**config.mk**
```make
export PLATFORM = sky130hd
export DESIGN_NAME = led_pwm_array
export DESIGN_NICKNAME = d
export VERILOG_FILES = /design/src/rtl/led_pwm_array.sv
export SDC_FILE = /design/constraint.sdc
export NUM_CORES = 1
export LEC_CHECK = 0
export ABC_AREA = 1
export BUFFER_PORTS_ARGS = -buffer_cell sky130_fd_sc_hd__clkbuf_2
export CAP_MARGIN = 10
export CORE_ASPECT_RATIO = 1.4
export CORE_MARGIN = 2
export CORE_UTILIZATION = 50
export CTS_BUF_LIST = sky130_fd_sc_hd__clkbuf_4
export DETAILED_ROUTE_END_ITERATION = 8
export PLACE_DENSITY = 0.76
export SYNTH_ARGS = -nofsm -noshare
export SYNTH_HDL_FRONTEND = slang
export SYNTH_SLANG_ARGS = --single-unit
```
**constraint.sdc**
```tcl
create_clock -name clock -period 5.13 [get_ports clock]
set_clock_uncertainty 0.1 [all_clocks]
set_input_delay 0.513 -clock clock [delete_from_list [all_inputs] [get_ports clock]]
set_output_delay 0.513 -clock clock [all_outputs]
set_load 0.02 [all_outputs]
```
**src/rtl/led_pwm_array.sv**
```systemverilog
// led_pwm_array -- multi-channel LED PWM generator with a shared prescaled
// slot counter and double-buffered per-channel duty registers.
//
// Optional feature macro: LED_PWM_BREATHE_EN. When it is defined, each channel
// can ramp its brightness up and down automatically (breathing mode). When it
// is undefined, the breathe input is ignored and no breath state is built.
//
// Ports (led_pwm_array):
//   clock        in   system clock; all logic on its rising edge
//   reset        in   synchronous, active-low reset
//   enable       in   1: PWM runs; 0: counters hold and outputs forced low
//   duty_in      in   packed duties, channel i at [i*WIDTH +: WIDTH]
//   duty_load    in   strobe; captures duty_in into the pending registers
//   breathe      in   per-channel breathing select (feature builds only)
//   pwm_out      out  registered PWM outputs, high = LED on
//   period_tick  out  one-clock pulse when the slot counter wraps to 0
//
// Ports (led_pwm_lane, one per channel):
//   clock, reset, enable   as above
//   boundary     in   slot counter is wrapping on this edge
//   duty_load    in   capture duty into pending
//   duty         in   this channel's slice of duty_in
//   breathe      in   this channel's breathing select
//   slot_next    in   slot counter value after this edge
//   pwm          out  registered PWM output

module led_pwm_lane #(
  parameter int WIDTH = 8
) (
  input  logic             clock,
  input  logic             reset,
  input  logic             enable,
  input  logic             boundary,
  input  logic             duty_load,
  input  logic [WIDTH-1:0] duty,
  input  logic             breathe,
  input  logic [WIDTH-1:0] slot_next,
  output logic             pwm
);

  logic [WIDTH-1:0] pending;
  logic [WIDTH-1:0] active;
  logic [WIDTH-1:0] active_next;
  logic [WIDTH-1:0] level_sel;

  // Pending duty accepts loads on any cycle, including while disabled.
  always_ff @(posedge clock) begin
    if (!reset)         pending <= '0;
    else if (duty_load) pending <= duty;
  end

  // Active duty only changes at a period boundary. A load landing on the
  // boundary itself bypasses pending so it governs the period starting now.
  always_comb begin
    active_next = active;
    if (boundary) active_next = duty_load ? duty : pending;
  end

  always_ff @(posedge clock) begin
    if (!reset) active <= '0;
    else        active <= active_next;
  end

`ifdef LED_PWM_BREATHE_EN
  typedef struct packed {
    logic             down;   // 0 = ramping up, 1 = ramping down
    logic [WIDTH-1:0] level;
  } breath_t;

  breath_t breath, breath_next;
  logic    rising;

  // A channel ramping down turns around at 0; one ramping up turns around
  // at the active duty. Evaluated against the duty of the new period.
  assign rising = breath.down ? (breath.level == '0)
                              : (breath.level < active_next);

  always_comb begin
    breath_next = breath;
    if (!breathe) begin
      breath_next.level = '0;
      breath_next.down  = 1'b0;
    end else if (boundary) begin
      if (active_next < breath.level) begin
        // Duty dropped under the current level: clamp and head down.
        breath_next.level = active_next;
        breath_next.down  = 1'b1;
      end else if (rising) begin
        if (breath.level < active_next) begin
          breath_next.level = breath.level + WIDTH'(1);
          breath_next.down  = (breath.level + WIDTH'(1) == active_next);
        end else begin
          breath_next.down  = 1'b0;   // level and duty both 0: park at 0
        end
      end else begin
        if (breath.level != '0) begin
          breath_next.level = breath.level - WIDTH'(1);
          breath_next.down  = (breath.level - WIDTH'(1) != '0);
        end else begin
          breath_next.down  = 1'b0;
        end
      end
    end
  end

  always_ff @(posedge clock) begin
    if (!reset) breath <= '0;
    else        breath <= breath_next;
  end

  assign level_sel = breathe ? breath_next.level : active_next;
`else
  logic breathe_unused;
  assign breathe_unused = breathe;
  assign level_sel      = active_next;
`endif

  // Compare against the post-edge counter and level so pwm lines up with the
  // slot counter register in the same cycle.
  always_ff @(posedge clock) begin
    if (!reset) pwm <= 1'b0;
    else        pwm <= enable && (slot_next < level_sel);
  end

endmodule

module led_pwm_array #(
  parameter int CHANNELS = 3,
  parameter int WIDTH    = 8,
  parameter int PRESCALE = 46
) (
  input  logic                      clock,
  input  logic                      reset,
  input  logic                      enable,
  input  logic [CHANNELS*WIDTH-1:0] duty_in,
  input  logic                      duty_load,
  input  logic [CHANNELS-1:0]       breathe,
  output logic [CHANNELS-1:0]       pwm_out,
  output logic                      period_tick
);

  localparam int               PW       = (PRESCALE > 0) ? $clog2(PRESCALE + 1) : 1;
  localparam logic [PW-1:0]    PS_TC    = PW'(PRESCALE);
  localparam logic [WIDTH-1:0] SLOT_MAX = '1;

  logic [PW-1:0]                     prescaler;
  logic [WIDTH-1:0]                  slot;
  logic [WIDTH-1:0]                  slot_next;
  logic                              slot_en;
  logic                              boundary;
  logic [CHANNELS-1:0][WIDTH-1:0]    duty_lane;

  assign slot_en   = enable && (prescaler == PS_TC);
  assign boundary  = slot_en && (slot == SLOT_MAX);
  assign slot_next = slot_en ? slot + WIDTH'(1) : slot;
  assign duty_lane = duty_in;

  // Prescaler and slot counter both freeze while disabled so a resumed
  // period finishes with the correct remaining on-time.
  always_ff @(posedge clock) begin
    if (!reset)      prescaler <= '0;
    else if (enable) prescaler <= (prescaler == PS_TC) ? '0 : prescaler + PW'(1);
  end

  always_ff @(posedge clock) begin
    if (!reset) begin
      slot        <= '0;
      period_tick <= 1'b0;
    end else begin
      slot        <= slot_next;
      period_tick <= boundary;
    end
  end

  for (genvar i = 0; i < CHANNELS; i++) begin : g_lane
    led_pwm_lane #(.WIDTH(WIDTH)) u_lane (
      .clock     (clock),
      .reset     (reset),
      .enable    (enable),
      .boundary  (boundary),
      .duty_load (duty_load),
      .duty      (duty_lane[i]),
      .breathe   (breathe[i]),
      .slot_next (slot_next),
      .pwm       (pwm_out[i])
    );
  end

endmodule
```
==> impl_metrics.env, run 1 <==
export IMPL_synthArstFlopShare=0
export IMPL_worst_setup_hold_path_clk_slew_ns=0.11
export IMPL_chipHeight_um=97.96
export IMPL_hold_violations=0
export IMPL_worstPathRequired_ns=5.38
export IMPL_critPathCaptureType="flip-flop"
export IMPL_synth_net_count=431
export IMPL_route_final_wire_length_um=5166
export IMPL_fillerInstances=572
export IMPL_r2r_setup_slack_ns=2.57
export IMPL_most_common_layout_cells="69 x nand2_1, 66 x nor2_1, 66 x dfxtp_1, 32 x inv_1, 31 x clkbuf_2"
export IMPL_most_common_cell_after_layout_fill_and_taps_aside="nand2_1"
export IMPL_avgSynthCellArea_um2=8.386
export IMPL_finalNonFillerCells=479
export IMPL_synthesis_area_mm2=0.003153
export IMPL_io_buffer_count=31
export IMPL_die_w_um=71.12
export IMPL_tightest_slew_ns=0.7799
export IMPL_sequential_cell_area_mm2=0.001321
export IMPL_arrival_ns=2.81
export IMPL_numCtsBuffers=9
export IMPL_r2r_start="prescaler[1]"
export IMPL_ys_warnings_count=0
export IMPL_worst_hold_startpoint="duty_in[15]"
export IMPL_finalNetCount=457
export IMPL_synth_sequential_area_ratio=0.4190
export IMPL_root_buffer="clkbuf_4"
export IMPL_clock_sink_count=66
export IMPL_wl_per_cell_um=10.78
export IMPL_grt_first_pass_wirelength_um=9266
export IMPL_r2r_path_end="g_lane[0].u_lane.pwm"
export IMPL_vias_per_cell=4.910
export IMPL_placed_cells=463
export IMPL_setup_repair_after_global_routing_missed_its_margin="no"
export IMPL_ant_nets=0
export IMPL_start_util=0.5112
export IMPL_synth_edff_count=0
export IMPL_synth_top_area_share=0.4190
export IMPL_synth_cells=376
export IMPL_ctsLongestPathBuffers=2
export IMPL_power_leakage_nw=1.610
export IMPL_placement_setup_worst_slack_ns=2.407
export IMPL_cts_hold_repair_buffers=0
export IMPL_number_of_remaining_drc_errors=0
export IMPL_synth_flop_cell="dfxtp_1"
export IMPL_ys_types=31
export IMPL_grt_overflow_total=0
export IMPL_final_max_slew_violation_count=0
export IMPL_ys_ff_latch=66
export IMPL_routability_congestion=0.8396
export IMPL_run_status="complete, no violations"
export IMPL_layout_cell_area_non_filler_mm2=0.003458
export IMPL_cts_tree="built"
export IMPL_final_worst_setup_slack_ns=2.567
export IMPL_layout_min_cycle_time_ns=2.563
export IMPL_drt_iter0_drc=83
export IMPL_grt_max_degree=58
export IMPL_maxCapViolations=0
export IMPL_fp_row_count=34
export IMPL_first_pass_iters=4
export IMPL_syn2layout_area_growth_pct=9.683
export IMPL_min_delay_path_depth=3
export IMPL_n_antenna_cell=0
export IMPL_power_density_mw_per_mm2=278.8
export IMPL_ir_worst_vdd_mv=0.1717
export IMPL_worstRegToRegCells=11
export IMPL_startpoint_to_endpoint_class_of_the_critical_path="reg -> reg"
export IMPL_hpwl_um=3736
export IMPL_post_cts_resize_count=0
export IMPL_maxSlewHeadroom=0.4800
export IMPL_clock_network_latency_to_the_later_pin_of_the_worst_skew_pair_ns=0.42
export IMPL_final_setup_viol_count=0
export IMPL_dpl_instance_area_mm2=0.003302
export IMPL_fin_hold_ws_ns=0.2433
export IMPL_num_vias=2352
export IMPL_fin_tns_setup_ns=0
export IMPL_max_freq_mhz=390.2
export IMPL_track_usage=0.1683
export IMPL_antenna_violations_before_repair=0
export IMPL_die_area_mm2=0.006966
export IMPL_holdCritPathClass="in -> reg"
export IMPL_whs_endpoint="g_lane[1].u_lane.pending[7]"
export IMPL_crit_path_start_kind="flip-flop"
export IMPL_cp_max_fo=42
export IMPL_layout_worst_path_cycle_share=0.4996
export IMPL_core_area_mm2=0.006168
export IMPL_multiInputGateArea_mm2=0.001595
export IMPL_ys_top_cells_by_area="dfxtp_1 42%, ha_1 9.5%, nand2_1 8.2%, nor2_1 7.9%, mux2i_1 6.7%"
export IMPL_synth_largest_area_cell="dfxtp_1"
export IMPL_cts_setup_buffers=0
export IMPL_number_of_global_route_vias_before_repair=2264
export IMPL_final_layout_size_suffix_gt1_frac=0.2064
export IMPL_floorplan_io_pins=35
export IMPL_htreeDepth=3
area by class of cell:
| type | count | share of cell area |
|---|---|---|
| clock buffer | 10 | 0.02171 |
| clock inverter | 6 | 0.02352 |
| inverter | 34 | 0.03835 |
| multi-input combinational | 259 | 0.4613 |
| sequential | 66 | 0.3821 |
| tap | 72 | 0.02605 |
| timing repair buffer | 32 | 0.04703 |
worst max-delay path by stage:
stage          slack, ns    startpoint                    to
4_1_cts             2.55  prescaler[1]  g_lane[0].u_lane.pwm
3_3_place_gp        2.43        enable  g_lane[0].u_lane.pwm
3_5_place_dp        2.41        enable  g_lane[0].u_lane.pwm
5_1_grt             2.31  prescaler[0]  g_lane[1].u_lane.pwm
6_report            2.57  prescaler[1]  g_lane[0].u_lane.pwm
2_1_floorplan       2.80        enable  g_lane[2].u_lane.pwm
through the flow:
stage,total power (W),util
after detailed placement,0.0005937,0.5353
after global routing,0.001007,0.5606
after global placement,0.0005916,0.5353
after floorplan,0.0005761,-
after CTS,0.0009763,0.5606
final,0.0009642,0.5606
per-layer routing:
metal	GRT usage	wire [um]
met5	0	0
met4	0.07837	109
met3	0.05263	194
met2	0.2904	2516
met1	0.1858	2345
where the power goes:
part	internal, W	switching, W	leakage [nW]	total, W
clock	0.000200	0.000184	0.0838	0.000383
combinational	0.0000218	0.0000298	0.989	0.0000516
sequential	0.000525	0.00000425	0.537	0.000529
sequential cells by signal, summed over array words and instances (netlist names):
signal,cells
g_lane.u_lane.active,24
g_lane.u_lane.pending,24
g_lane.u_lane.pwm,3
period_tick,1
prescaler,6
slot,8
synthesized netlist by cell type, drive strengths merged (2+ instances only):
| cell type | count |
|---|---|
| nand2 | 74 |
| nor2 | 68 |
| dfxtp | 66 |
| inv | 33 |
| o21ai | 26 |
| ha | 24 |
| mux2i | 21 |
| nand3 | 14 |
| buf | 12 |
| a21oi | 11 |
| xor2 | 6 |
| a211oi | 5 |
| clkbuf | 5 |
| nor3 | 5 |
| or2 | 2 |
| xnor2 | 2 |
worst max-delay path, cell delays in order, from the launching register on:
cell and delay, ns:
dfxtp_1 0.39, ha_1 0.17, nand2_1 0.11, nor3_4 0.35, nand2_4 0.13, clkinv_4 0.29
nand2_1 0.13, o21ai_2 0.09, ha_1 0.26, a211oi_1 0.24, nand3_1 0.11, a21oi_2 0.11
logic make-up (layout without fill, tap and decap cells):
family,count (synthesis),after routing,share of synthesized area
compound gates,42,42,0.09921
simple gates,164,164,0.2202
flops,66,66,0.4190
mux,21,21,0.06667
buf+inv,51,82,0.07500
xor+xnor,8,8,0.02460
fa+ha+maj,24,24,0.09524
No activity file was read; power rests on OpenSTA's default activity.
==> run 2: changes to the inputs <==
==> constraint.sdc (replaced) <==
create_clock -name clock -period 2.6 [get_ports clock]
set_clock_uncertainty 0.1 [all_clocks]
set_input_delay 0.26 -clock clock [delete_from_list [all_inputs] [get_ports clock]]
set_output_delay 0.26 -clock clock [all_outputs]
set_load 0.02 [all_outputs]
==> impl_metrics.env, run 2 (synthesis results as in run 1) <==
export IMPL_final_util=0.5943
export IMPL_htreeDepth=3
export IMPL_critical_path_max_stage_delay_ns=0.34
export IMPL_pwr_share_clk=0.394
export IMPL_syn2layout_area_growth_pct=16.27
export IMPL_clock_sink_count=66
export IMPL_number_of_remaining_drc_errors=0
export IMPL_hpwl_um=4167
export IMPL_maxCapViolations=0
export IMPL_ctsLongestPathBuffers=2
export IMPL_power_net_switching_w=0.0004418
export IMPL_antenna_violations_before_repair=1
export IMPL_crit_path_start_kind="flip-flop"
export IMPL_first_pass_iters=5
export IMPL_route_final_wire_length_um=5617
export IMPL_path_cells="ha_1 > nand3_1 > nor2_1 > buf_4 > nand2_4 > clkinv_4 > buf_4 > o21ai_2 > ha_1 > a211oi_1 > nand3_1 > a21oi_2"
export IMPL_layout_worst_path_cycle_share=0.9123
export IMPL_worstPathRequired_ns=2.86
export IMPL_final_max_slew_violation_count=0
export IMPL_track_usage=0.1811
export IMPL_arrival_ns=2.63
export IMPL_core_area_mm2=0.006168
export IMPL_cts_tree="built"
export IMPL_cpMaxStageDelayCell="dfxtp_1"
export IMPL_layout_min_cycle_time_ns=2.372
export IMPL_most_common_cell_after_layout_fill_and_taps_aside="nand2_1"
export IMPL_tightest_slew_ns=0.5628
export IMPL_wl_per_cell_um=11.26
export IMPL_root_buffer="clkbuf_4"
export IMPL_power_leakage_nw=1.708
export IMPL_maxSlewHeadroom=0.6248
export IMPL_run_status="complete, no violations"
export IMPL_chipHeight_um=97.96
export IMPL_holdCritPathClass="in -> reg"
export IMPL_clock_network_latency_to_the_later_pin_of_the_worst_skew_pair_ns=0.42
export IMPL_routability_congestion=0.8288
export IMPL_worst_setup_hold_path_clk_slew_ns=0.12
export IMPL_die_w_um=71.12
export IMPL_grt_max_degree=58
export IMPL_fin_tns_setup_ns=0
export IMPL_ant_nets=0
export IMPL_final_setup_viol_count=0
export IMPL_die_area_mm2=0.006966
export IMPL_cp_max_fo=24
export IMPL_power_density_mw_per_mm2=524.1
export IMPL_cell_internal_pwr_w=0.001480
export IMPL_floorplan_io_pins=35
export IMPL_most_common_layout_cells="69 x nand2_1, 66 x nor2_1, 66 x dfxtp_1, 32 x inv_1, 31 x clkbuf_2"
export IMPL_hold_violations=0
export IMPL_numCtsBuffers=9
export IMPL_largest_registers="g_lane.u_lane.active x24, g_lane.u_lane.pending x24, slot x8"
export IMPL_grt_first_pass_wirelength_um=9846
export IMPL_drt_iter0_drc=69
export IMPL_cts_setup_buffers=0
export IMPL_number_of_global_route_vias_before_repair=2421
export IMPL_fp_row_count=34
export IMPL_ir_worst_vdd_mv=0.2831
export IMPL_critPathCaptureType="flip-flop"
export IMPL_num_vias=2457
export IMPL_final_layout_size_suffix_gt1_frac=0.2183
export IMPL_finalNetCount=476
export IMPL_max_freq_mhz=421.6
export IMPL_switching_share=0.2299
export IMPL_setup_repair_after_global_routing_missed_its_margin="no"
export IMPL_power_frac_seq=0.543
export IMPL_power_combinational_fraction=0.062
export IMPL_io_buffer_count=31
export IMPL_start_util=0.5112
export IMPL_vias_per_cell=4.924
export IMPL_startpoint_to_endpoint_class_of_the_critical_path="reg -> reg"
export IMPL_grt_overflow_total=0
run 2: path summary, 6_finish.rpt:
path                            slack [ns]                     endpoint                       start  depth (start not counted)
worst min-delay path                 0.004  g_lane[2].u_lane.pending[4]                 duty_in[20]                          3
worst max-delay path                  0.23         g_lane[1].u_lane.pwm                     slot[0]                         12
worst min register to register        0.40   g_lane[1].u_lane.active[6]  g_lane[1].u_lane.active[6]                          2
worst max register to register        0.23         g_lane[1].u_lane.pwm                     slot[0]                         12
run 2: layout make-up:
type | count | area (um2)
Clock buffer | 9 | 67.56
Sequential cell | 66 | 1321
Clock inverter | 7 | 92.59
Tap cell | 72 | 90.09
Antenna cell | 1 | 2.502
Inverter | 34 | 132.6
Timing Repair Buffer | 51 | 345.3
Multi-Input combinational cell | 259 | 1614
Fill cell | 538 | 2502
run 2: through the flow:
stage                     worst slack (ns)  cells  instance area (um2)  total power [W]  hold WS (ns)
after CTS                           0.1848    498                 3645         0.001941     0.0005053
final                               0.2280    499                 3666         0.001921      0.003963
after detailed placement            0.2202    471                 3374         0.001176        0.3773
after global routing               0.02626    499                 3666         0.002005      0.004484
after floorplan                     0.4398    376                 3153         0.001137        0.3099
after global placement              0.2894    471                 3374         0.001170        0.3684
run 2: per-layer routing:
metal	up-vias	global-route usage	routed length, um
li1	1292	-	-
met1	1110	0.1934	2390
met2	43	0.3091	2857
met3	12	0.05470	227
met4	0	0.1089	141
met5	-	0	0
run 2: power groups by stage:
| stage | sequential [W] | combinational (W) | clock, W |
|---|---|---|---|
| floorplan | 0.00107 | 0.0000716 | 0 |
| global placement | 0.00107 | 0.000104 | 0 |
| detailed placement | 0.00107 | 0.000108 | 0 |
| CTS | 0.00104 | 0.000121 | 0.000775 |
| global route | 0.00105 | 0.000135 | 0.000822 |
| finish | 0.00104 | 0.000119 | 0.000758 |
run 2: critical path: cells and delay by family, from the launching register on:
family,cells,cell delay (ns)
buffers and inverters,3,0.54
adder cells (fa/ha/maj),2,0.48
AO/OA/AOI/OAI,3,0.48
AND/OR/NAND/NOR,4,0.37
flip-flops,1,0.34
run 2: repair_timing:
action | in CTS | in global routing
setup endpoints to repair | 0 | 2
hold endpoints to repair | 11 | 0
resized for setup | 0 | 2
hold buffers | 11 | 0
==> run 3: changes to the inputs <==
--- a/config.mk
+++ b/config.mk
@@ -9,11 +9,12 @@
 export BUFFER_PORTS_ARGS = -buffer_cell sky130_fd_sc_hd__clkbuf_2
 export CAP_MARGIN = 10
 export CORE_ASPECT_RATIO = 1.4
-export CORE_MARGIN = 2
+export CORE_MARGIN = 4
 export CORE_UTILIZATION = 50
 export CTS_BUF_LIST = sky130_fd_sc_hd__clkbuf_4
 export DETAILED_ROUTE_END_ITERATION = 8
 export PLACE_DENSITY = 0.76
 export SYNTH_ARGS = -nofsm -noshare
 export SYNTH_HDL_FRONTEND = slang
+export SYNTH_HIERARCHICAL = 1
 export SYNTH_SLANG_ARGS = --single-unit
==> constraint.sdc (replaced) <==
create_clock -name clock -period 2.6 [get_ports clock]
set_clock_uncertainty 0.1 [all_clocks]
set_input_delay 0.13 -clock clock [delete_from_list [all_inputs] [get_ports clock]]
set_output_delay 0.13 -clock clock [all_outputs]
set_load 0.02 [all_outputs]
==> impl_metrics.env, run 3 <==
export IMPL_vias_per_cell=4.994
export IMPL_layout_cell_area_non_filler_mm2=0.003671
export IMPL_final_max_slew_violation_count=0
export IMPL_synth_largest_area_cell="dfxtp_1"
export IMPL_cp_max_fo=26
export IMPL_tightest_slew_ns=0.4729
export IMPL_io_buffer_count=31
export IMPL_synth_sequential_area_ratio=0.4335
export IMPL_antenna_violations_before_repair=0
export IMPL_htreeDepth=3
export IMPL_layout_min_cycle_time_ns=2.398
export IMPL_hpwl_um=4389
export IMPL_start_util=0.5162
export IMPL_critPathCaptureType="flip-flop"
export IMPL_core_area_mm2=0.005904
export IMPL_commonest_cells_in_the_synthesized_netlist="82 x nand2_1, 66 x dfxtp_1, 62 x nor2_1, 27 x inv_1, 24 x ha_1"
export IMPL_route_final_wire_length_um=6146
export IMPL_fin_tns_setup_ns=0
export IMPL_finalNonFillerCells=512
export IMPL_power_density_mw_per_mm2=477.2
export IMPL_drt_iter0_drc=140
export IMPL_hold_violations=0
export IMPL_ys_top_cells_by_area="dfxtp_1 43%, nand2_1 10%, ha_1 9.9%, nor2_1 7.6%, mux2i_1 6.9%"
export IMPL_fp_row_count=33
export IMPL_synth_net_count=429
export IMPL_placed_cells=470
export IMPL_number_of_remaining_drc_errors=0
export IMPL_grt_max_degree=27
export IMPL_synthesis_area_mm2=0.003048
export IMPL_grt_overflow_total=0
export IMPL_worst_setup_hold_path_clk_slew_ns=0.11
export IMPL_cts_setup_buffers=0
export IMPL_synth_flop_cell="dfxtp_1"
export IMPL_synthMostInstantiatedCell="nand2_1"
export IMPL_routability_congestion=0.8403
export IMPL_max_freq_mhz=417.0
export IMPL_final_worst_setup_slack_ns=0.2018
export IMPL_numCtsBuffers=9
export IMPL_avgSynthCellArea_um2=8.150
export IMPL_largest_registers="g_lane.u_lane/active x24, g_lane.u_lane/pending x24, slot x8"
export IMPL_layout_worst_path_cycle_share=0.9224
export IMPL_power_leakage_nw=1.688
export IMPL_most_common_cell_after_layout_fill_and_taps_aside="nand2_1"
export IMPL_setup_repair_after_global_routing_missed_its_margin="no"
export IMPL_chipHeight_um=100.4
export IMPL_finalNetCount=492
export IMPL_root_buffer="clkbuf_4"
export IMPL_startpoint_to_endpoint_class_of_the_critical_path="reg -> reg"
export IMPL_ctsLongestPathBuffers=2
export IMPL_n_antenna_cell=0
export IMPL_ys_warnings_count=6
export IMPL_most_common_layout_cells="82 x nand2_1, 64 x dfxtp_1, 61 x nor2_1, 31 x clkbuf_2, 27 x inv_1"
export IMPL_arrival_ns=2.64
export IMPL_grt_first_pass_wirelength_um=10450
export IMPL_first_pass_iters=4
export IMPL_cts_tree="built"
export IMPL_dpl_instance_area_mm2=0.003293
export IMPL_synth_top_area_share=0.4335
export IMPL_number_of_global_route_vias_before_repair=2496
export IMPL_ys_ff_latch=66
export IMPL_holdCritPathClass="in -> reg"
export IMPL_floorplan_io_pins=35
export IMPL_track_usage=0.1849
export IMPL_placement_setup_worst_slack_ns=0.1635
export IMPL_final_layout_size_suffix_gt1_frac=0.1652
export IMPL_syn2layout_area_growth_pct=20.44
export IMPL_wl_per_cell_um=12.00
export IMPL_ant_nets=0
export IMPL_fillerInstances=529
export IMPL_synthArstFlopShare=0
export IMPL_ys_types=25
export IMPL_synth_cells=374
export IMPL_num_vias=2557
export IMPL_maxSlewHeadroom=0.6844
export IMPL_die_w_um=73.99
export IMPL_run_status="complete, no violations"
export IMPL_die_area_mm2=0.007427
export IMPL_worstPathRequired_ns=2.84
export IMPL_maxCapViolations=0
export IMPL_crit_path_start_kind="flip-flop"
export IMPL_final_setup_viol_count=0
export IMPL_ir_worst_vdd_mv=0.3042
export IMPL_synth_edff_count=0
export IMPL_clock_sink_count=66
export IMPL_clock_network_latency_to_the_later_pin_of_the_worst_skew_pair_ns=0.41
## run 3: cell types whose count changed after synthesis, moves of 6 or more
cell	before	now
o21ai_2	21	0
a21oi_1	8	15
nand3_2	0	7
nand2_1	69	82
buf_4	6	0
o21ai_0	5	22
## run 3: final cells by class
cell class / instances / area [um2] / share of cell area
inverters: 30 / 112.6 / 0.03067
repair buffers: 61 / 470.5 / 0.1282
flip-flops and latches: 66 / 1324 / 0.3606
clock buffers: 9 / 67.56 / 0.01840
well taps: 70 / 87.58 / 0.02386
multi-input cells: 269 / 1564 / 0.4260
clock inverters: 7 / 45.04 / 0.01227
## run 3: kinds of logic after synthesis
group	after synthesis	synth area share
AND/OR/NAND/NOR	174	0.2459
flip-flops	66	0.4335
AO/OA/AOI/OAI	44	0.07923
buffers and inverters	39	0.05665
adder cells (fa/ha/maj)	24	0.09852
multiplexers	21	0.06896
XOR/XNOR	6	0.01724
## run 3: worst max-delay path, cell delays in order, from the launching register on
cell,delay (ns)
dfxtp_2,0.37
ha_2,0.21
nand3_1,0.08
nor2_1,0.16
nand3_2,0.14
nor2_4,0.14
buf_12,0.17
nand2_1,0.06
o21ai_0,0.11
ha_1,0.29
a211oi_1,0.25
nand3_1,0.12
a21oi_2,0.13
## run 3: where the power goes
part,total (W),internal (W),switching (W),leakage (nW)
Sequential,0.00104,0.00104,0.00000849,0.538
Clock,0.000569,0.000194,0.000374,0.0658
Combinational,0.000140,0.0000713,0.0000683,1.08
## run 3: per-stage QoR
| stage | utilization | hold WS [ns] | total power [W] |
|---|---|---|---|
| CTS | 0.6209 | 0.07068 | 0.001784 |
| floorplan | - | 0.1256 | 0.001138 |
| global route | 0.6217 | 0.09134 | 0.001847 |
| finish | 0.6217 | 0.09268 | 0.001752 |
| global placement | 0.5577 | 0.2885 | 0.001171 |
| detailed placement | 0.5577 | 0.2976 | 0.001176 |
## run 3: worst paths after layout
kind,slack [ns],from,end,cells past startpoint
setup / recovery,0.20,slot[0],g_lane[0].u_lane/pwm,12
hold / removal,0.09,duty_load,g_lane[2].u_lane/pending[0],3
setup reg to reg,0.20,slot[0],g_lane[0].u_lane/pwm,12
hold reg to reg,0.39,slot[7],slot[7],2
## run 3: routing by layer
layer / up-vias / global-route usage / wire (um)
li1: 1345 / - / -
met1: 1167 / 0.1967 / 2666
met2: 32 / 0.3238 / 3133
met3: 13 / 0.04609 / 185
met4: 0 / 0.1032 / 160
met5: - / 0 / 0
## run 3: what timing repair did
item | CTS | global route
endpoints found under the setup margin | 0 | 3
hold buffers | 26 | 0
hold endpoints to repair | 30 | 0
resized for setup | 0 | 3
